**config.mk**
```make
export PLATFORM = sky130hd
export DESIGN_NAME = rf_wb_scheduler
export DESIGN_NICKNAME = d
export VERILOG_FILES = /design/src/rtl/rf_wb_scheduler.sv
export SDC_FILE = /design/constraint.sdc
export NUM_CORES = 1
export LEC_CHECK = 0
export ABC_AREA = 1
export CAP_MARGIN = 10
export CORE_UTILIZATION = 49
export CTS_CLUSTER_DIAMETER = 30
export DETAILED_ROUTE_END_ITERATION = 8
export GPL_TIMING_DRIVEN = 1
export PLACE_DENSITY = 0.92
export SETUP_SLACK_MARGIN = 0.4
export SYNTH_ARGS = -nofsm -noshare
export SYNTH_HDL_FRONTEND = slang
export SYNTH_SLANG_ARGS = --single-unit
```
**constraint.sdc**
```tcl
create_clock -name clk -period 4.47 [get_ports clk]
set_input_delay 0.6705 -clock clk [delete_from_list [all_inputs] [get_ports clk]]
set_output_delay 0.6705 -clock clk [all_outputs]
set_load 0.01 [all_outputs]
```
**src/rtl/rf_wb_scheduler.sv**
```systemverilog
// Register-file writeback arbiter: pipeline writes win, multi-cycle results queue in a
// 2-entry FIFO, and a busy scoreboard plus starvation guard drive the decode stall.
module rf_wb_scheduler (
  input  logic        clk,
  input  logic        rst,
  input  logic        pipe_wb_en,
  input  logic [4:0]  pipe_rd_index,
  input  logic [31:0] pipe_wb_data,
  input  logic        mu_valid,
  input  logic [4:0]  mu_rd_index,
  input  logic [31:0] mu_data,
  output logic        mu_ready,
  input  logic        issue_en,
  input  logic [4:0]  issue_rd_index,
  input  logic        id_valid,
  input  logic [4:0]  rs1_index,
  input  logic [4:0]  rs2_index,
  input  logic        id_rd_en,
  input  logic [4:0]  id_rd_index,
  output logic        stall,
  output logic        wb_en,
  output logic [4:0]  rd_index,
  output logic [31:0] wb_data,
  output logic [31:0] busy_mask
);

  localparam int unsigned DEPTH      = 2;
  localparam int unsigned CNT_W      = 2;
  localparam int unsigned STARVE_W   = 3;
  localparam int unsigned STARVE_LIM = 4;

  logic [4:0]          rd_q   [DEPTH];
  logic [31:0]         data_q [DEPTH];
  logic                head_q, head_d;
  logic [CNT_W-1:0]    count_q, count_d;
  logic [STARVE_W-1:0] starve_q, starve_d;
  logic                hold_q, hold_d;
  logic [31:0]         busy_q, busy_d;
  logic                push, pop, tail;
  logic                fifo_empty;

  assign fifo_empty = (count_q == CNT_W'(0));
  assign mu_ready   = (count_q < CNT_W'(DEPTH));
  assign push       = mu_valid && mu_ready;
  assign pop        = !pipe_wb_en && !fifo_empty;
  assign tail       = head_q ^ count_q[0];
  assign busy_mask  = busy_q;

  // Write port mux: pipeline first, then FIFO head, otherwise idle zeros.
  always_comb begin
    wb_en    = 1'b0;
    rd_index = 5'd0;
    wb_data  = 32'd0;
    if (pipe_wb_en) begin
      wb_en    = (pipe_rd_index != 5'd0);
      rd_index = pipe_rd_index;
      wb_data  = pipe_wb_data;
    end else if (!fifo_empty) begin
      wb_en    = (rd_q[head_q] != 5'd0);
      rd_index = rd_q[head_q];
      wb_data  = data_q[head_q];
    end
  end

  always_comb begin
    stall = hold_q || (id_valid && (busy_q[rs1_index] || busy_q[rs2_index] ||
                                    (id_rd_en && busy_q[id_rd_index])));
  end

  always_comb begin
    head_d  = head_q;
    count_d = count_q;
    if (pop) head_d = ~head_q;
    case ({push, pop})
      2'b10:   count_d = count_q + CNT_W'(1);
      2'b01:   count_d = count_q - CNT_W'(1);
      default: count_d = count_q;
    endcase

    // Starvation guard: count pipeline-occupied cycles while a result waits.
    starve_d = starve_q;
    hold_d   = hold_q;
    if (pop || fifo_empty) begin
      starve_d = STARVE_W'(0);
      hold_d   = 1'b0;
    end else begin
      if (pipe_wb_en && (starve_q != STARVE_W'(STARVE_LIM))) starve_d = starve_q + STARVE_W'(1);
      if (starve_d == STARVE_W'(STARVE_LIM)) hold_d = 1'b1;
    end

    // A same-edge set overrides the clear.
    busy_d = busy_q;
    if (pop && (rd_q[head_q] != 5'd0)) busy_d[rd_q[head_q]] = 1'b0;
    if (issue_en && (issue_rd_index != 5'd0)) busy_d[issue_rd_index] = 1'b1;
    busy_d[0] = 1'b0;
  end

  always_ff @(posedge clk or posedge rst) begin
    if (rst) begin
      head_q   <= 1'b0;
      count_q  <= '0;
      starve_q <= '0;
      hold_q   <= 1'b0;
      busy_q   <= '0;
      for (int i = 0; i < DEPTH; i++) begin
        rd_q[i]   <= '0;
        data_q[i] <= '0;
      end
    end else begin
      head_q   <= head_d;
      count_q  <= count_d;
      starve_q <= starve_d;
      hold_q   <= hold_d;
      busy_q   <= busy_d;
      if (push) begin
        rd_q[tail]   <= mu_rd_index;
        data_q[tail] <= mu_data;
      end
    end
  end

endmodule

```
---- After elaboration in Yosys (flattened, before gate mapping) ----
Cells that the tools add are included.
word-level totals
  input port bits ......................... 101
  output and inout bits ................... 72
  flip-flop bits (word level) ............. 112
operators by class
  multiplexer cells ....................... 36
  add/sub/neg operators ................... 3
  eq/ne operators ......................... 4
  reduce and logical (&&, ||, !) cells .... 22
  bitwise operators ....................... 7
  $lt $le $gt $ge ......................... 11
operators with widths
  kind                 number
  $mux 32              8
  $bwmux 64            1
  $and 32x32->32       1
  $demux 32 s1         1
  $not 32->32          1
  $or 32x32->32        1
  $lt 5x6->1 const B   5
  $mux 5               6
  $bmux 1 s5           3
  $reduce_bool 5->1    3
  $bwmux 10            1
  $demux 1 s5          2
  $ge 5x1->1 const B   2
  $logic_and 1x1->1    10
  $mux 1               9
  $mux 3               3
  $demux 5 s1          1
  $ge 2x2->1 const B   2
  $logic_or 1x1->1     4
  $not 1->2            2
  $pmux 2 s2           1
  $reduce_bool 2->1    2
  $add 3x1->3 const B  1
  $eq 3x3->1 const B   1
  other kinds (11)     12

---- Longest topological paths before layout ----
  depth after elaboration ................. 13
  mapped depth ............................ 14
  depth with buffers taken out ............ 13

---- Least setup slack after synthesis ----
Ideal clock, no wire load.
  path type ............................... in2out
  start ................................... input rs1_index[0]
  end ..................................... output stall
  required time ........................... 3.799 ns
  data arrival time ....................... 1.757 ns
  buffers on the path ..................... 2
  cell stages on the path ................. 13
  setup slack ............................. 2.042 ns
  cell sequence ........................... buf_2 > clkbuf_1 > nand2_1 > nand3_1 > nand3_1 > nand3_1 > nand2_1 > nand2_1 > nand2_1 > nor2_1 > nand2_1 > nand2_1 > nand2_1
between the ends
  longest elaborated chain between the ends .. 6
RTL lines
  element                         line  source
  from (decl)                     16    input logic [4:0] rs1_index,
  $bmux 1 s5                      66    stall = hold_q || (id_valid && (busy_q[rs1_index] || busy_q[rs2_index] ||
  $mux 1 (not written as such)    66
  $logic_or 1x1->1 (2 in series)  66
  $logic_and 1x1->1               66
  $logic_or 1x1->1                66
  to (decl)                       20    output logic stall,
Every way passes these cells. The select of a mux whose other input is x is not followed.

---- Worst setup path in the final report ----
  start ................................... input id_rd_index[0]
  end ..................................... output stall
between the ends
  longest elaborated chain between the ends .. 6
RTL lines
  element                       line  source
  from (decl)                   19    input logic [4:0] id_rd_index,
  $bmux 1 s5                    67    (id_rd_en && busy_q[id_rd_index])));
  $mux 1 (not written as such)  67
  $logic_and 1x1->1             67
  $logic_or 1x1->1              66
  $logic_and 1x1->1             66
  $logic_or 1x1->1              66
Every way passes these cells. The select of a mux whose other input is x is not followed.

==> results.txt <==
Clock root buffer - clkbuf_16
Setup_tns - 0 ps
Layout cells sized above 1 - 0.0455
Ys flop type - dfrtp_1
Post-synth EDFFs - 0
Clock sink count - 112
Power Density - 631 mW/mm^2
Mean Syn Cell Area - 7.57 sq um
MaxCap Viol Count - 0
Die height - 115 um
Top-count cell post-synth - nand2_1
Final Hold Violating Endpoints - 0
Grt total ovfl - 0
IO Pins - 173
Reg-to-reg startpoint - head_q
Worst stage delay on the critical path - 940 ps
Number of synthesized register bits - 112
Ys async rst share - 1.00
DR pass1 iterations - 6
First-pass GRT wire length - 28600 um
Unrepaired setup endpoints after global routing - false
All-Layer GR Usage - 0.275
Syn Inst Count - 833
# rows - 41
Worst setup startpoint - id_rd_index[0]
Cells along the critical path - clkdlybuf4s50_1, inv_1, nand2_1, nand3_1, nand3_1, nand2_1, nand2_1, nand3_1, nand3_1, nand2_1, nand2_1, nand2_1, clkdlybuf4s50_1
Iter 0 DRT Violations - 609
Synth warnings - 0
Postcts setup bufs - 0
Pins Over Slew Limit - 0
Final setup violation count - 0
DIE WIDTH - 115 um
Worst Tran Pin Value - 947 ps
Clock insertion delay at the later pin of the skew report - 340 ps
Clock slew at reported path FFs - 70 ps
Cts repair resizes - 0
Maximum clock rate - 0.263 GHz
Hold Path Class - register to register
Routed vias - 6382
Diodes inserted - 0
Antenna violation net count after detailed routing - 0
Final WS setup - 664 ps
Tcrit/Tclk final - 0.852
Drt drc - 0
Largest net degree at the start of global routing - 49
Area grow syn2layout - 34.4%
Top cells by instance count after synthesis - 230 x nand2_1, 121 x o21ai_0, 112 x dfrtp_1
Max clock buf depth - 2
Startpoint types - input port
Count of unique library cells instantiated by Yosys - 37
Hpwl dp - 12700 um
VDD IR max - 0.302 mV
Hold buffers post-CTS - 0
Synth area leaders - dfrtp_1 44%, nand2_1 14%, o21ai_0 9.6%
WP data arrival - 3140 ps
Top cell type's share of synthesized area - 0.444
Vias in the first global route - 6207
Clock Skew - 4.62 ps
Lkg Pwr - 4.02 nW
Placement Setup Slack - 699 ps
Setup crit end kind - output port
Initial cell density of the core - 0.502
Nets - 1089
Full die area - 0.0133 sq mm
Most used cell, CP - nand2_1
Routed wire length per instance - 15.0 um
Vias per cell - 5.49
Crit path max-delay cell type - clkdlybuf4s50_1
Port bufs - 171
Total CTS buffers - 9
Seq/Total Area, Yosys - 0.444
Netlist Area Pre-Place - 0.00631 sq mm
Routed WL - 17500 um
Setup Crit Path Kind - input port to output port
Tot Pwr - 0.00535 W
Hold Startpoint - data_q[43]
Crit path max fanout - 24
Fill count - 996
Gp weighted congestion - 0.980
CP required - 3800 ps
CTS tree - yes
Min Tclk post-route - 3810 ps
Max-Slew Margin vs Limit - 0.368
Post-synth net total - 937
H-tree Lvls - 3
Initial antenna violation count - 0
Area leader, netlist - dfrtp_1
Outcome - finished clean
CORE AREA - 0.0126 sq mm
==> metrics by stage <==
| stage | instance area, sq um | hold WS (ps) | util | cells |
|---|---|---|---|---|
| CTS | 8480 | 488 | 0.675 | 1162 |
| global placement | 8110 | 459 | 0.645 | 1146 |
| floorplan | 6310 | 446 | - | 833 |
| finish | 8480 | 485 | 0.675 | 1162 |
| global route | 8480 | 508 | 0.675 | 1162 |
| detailed placement | 8110 | 472 | 0.645 | 1146 |
==> registers in the layout, indices dropped and copies added, names as in the netlist <==
| register | flops |
|---|---|
| data_q | 64 |
| busy_mask | 31 |
| rd_q | 10 |
| starve_q | 3 |
| count_q | 2 |
| head_q | 1 |
| hold_q | 1 |
==> worst paths after layout <==
check	to	slack, ps	cells after the start
worst max-delay path	stall	660	13
worst min-delay path	data_q[43]	490	2
worst max register to register	data_q[8]	1620	6
worst min register to register	data_q[43]	490	2
max in group asynchronous	data_q[24]	2880	3
min in group asynchronous	data_q[60]	740	2
==> power by group <==
part	switching, W	total, W	internal [W]	leakage (nW)
Combinational	0.00133	0.00245	0.00111	2.46
Sequential	0.000445	0.00193	0.00149	1.38
Clock	0.000352	0.000972	0.000620	0.176
==> kinds of logic after synthesis <==
logic type | share of synthesized area
simple gates | 0.233
fa+ha+maj | 0.00595
compound gates | 0.161
flops | 0.444
other cells | 0.000595
buf+inv | 0.0925
mux | 0.0544
xor+xnor | 0.00833
==> per-layer routing <==
metal	global-route usage	vias to the layer above	share of wire
met2	0.467	341	0.48
met3	0.0539	53	0.088
met5	0	-	0
li1	-	3018	-
met1	0.338	2970	0.40
met4	0.129	0	0.030
==> layout make-up <==
cell class                      instances  area (sq um)  area share
Multi-Input combinational cell        581          2930       0.345
Sequential cell                       112          2800       0.331
Timing Repair Buffer                  180          1780       0.210
Inverter                              101           384      0.0453
Clock buffer                           11           243      0.0286
Tap cell                              172           215      0.0254
Clock inverter                          5           128      0.0151
==> worst max-delay path, delay by kind of cell <==
family	cells	cell delay, ps
and+or+nand+nor	10	740
buffers and inverters	3	1710
==> cells in the final DEF (no fill, tap or decap), types with 2 or more instances in the layout <==
| master | n |
|---|---|
| nand2_2 | 3 |
| o211ai_1 | 2 |
| inv_4 | 2 |
| clkdlybuf4s50_1 | 171 |
| xnor2_1 | 3 |
| xor2_1 | 3 |
| clkbuf_16 | 9 |
| buf_4 | 9 |
| inv_1 | 97 |
| ha_1 | 3 |
| o21ai_0 | 121 |
| nand3_1 | 84 |
| nor3_1 | 3 |
| o21ai_1 | 53 |
| bufinv_16 | 4 |
| mux2i_1 | 32 |
| nor2_1 | 9 |
| dfrtp_1 | 111 |
| nand2_1 | 230 |
| a21oi_1 | 10 |
| o22ai_1 | 5 |
| nand2_4 | 3 |
| nor2_2 | 3 |
| o21ai_4 | 2 |
No activity file was read; power rests on OpenSTA's default activity.
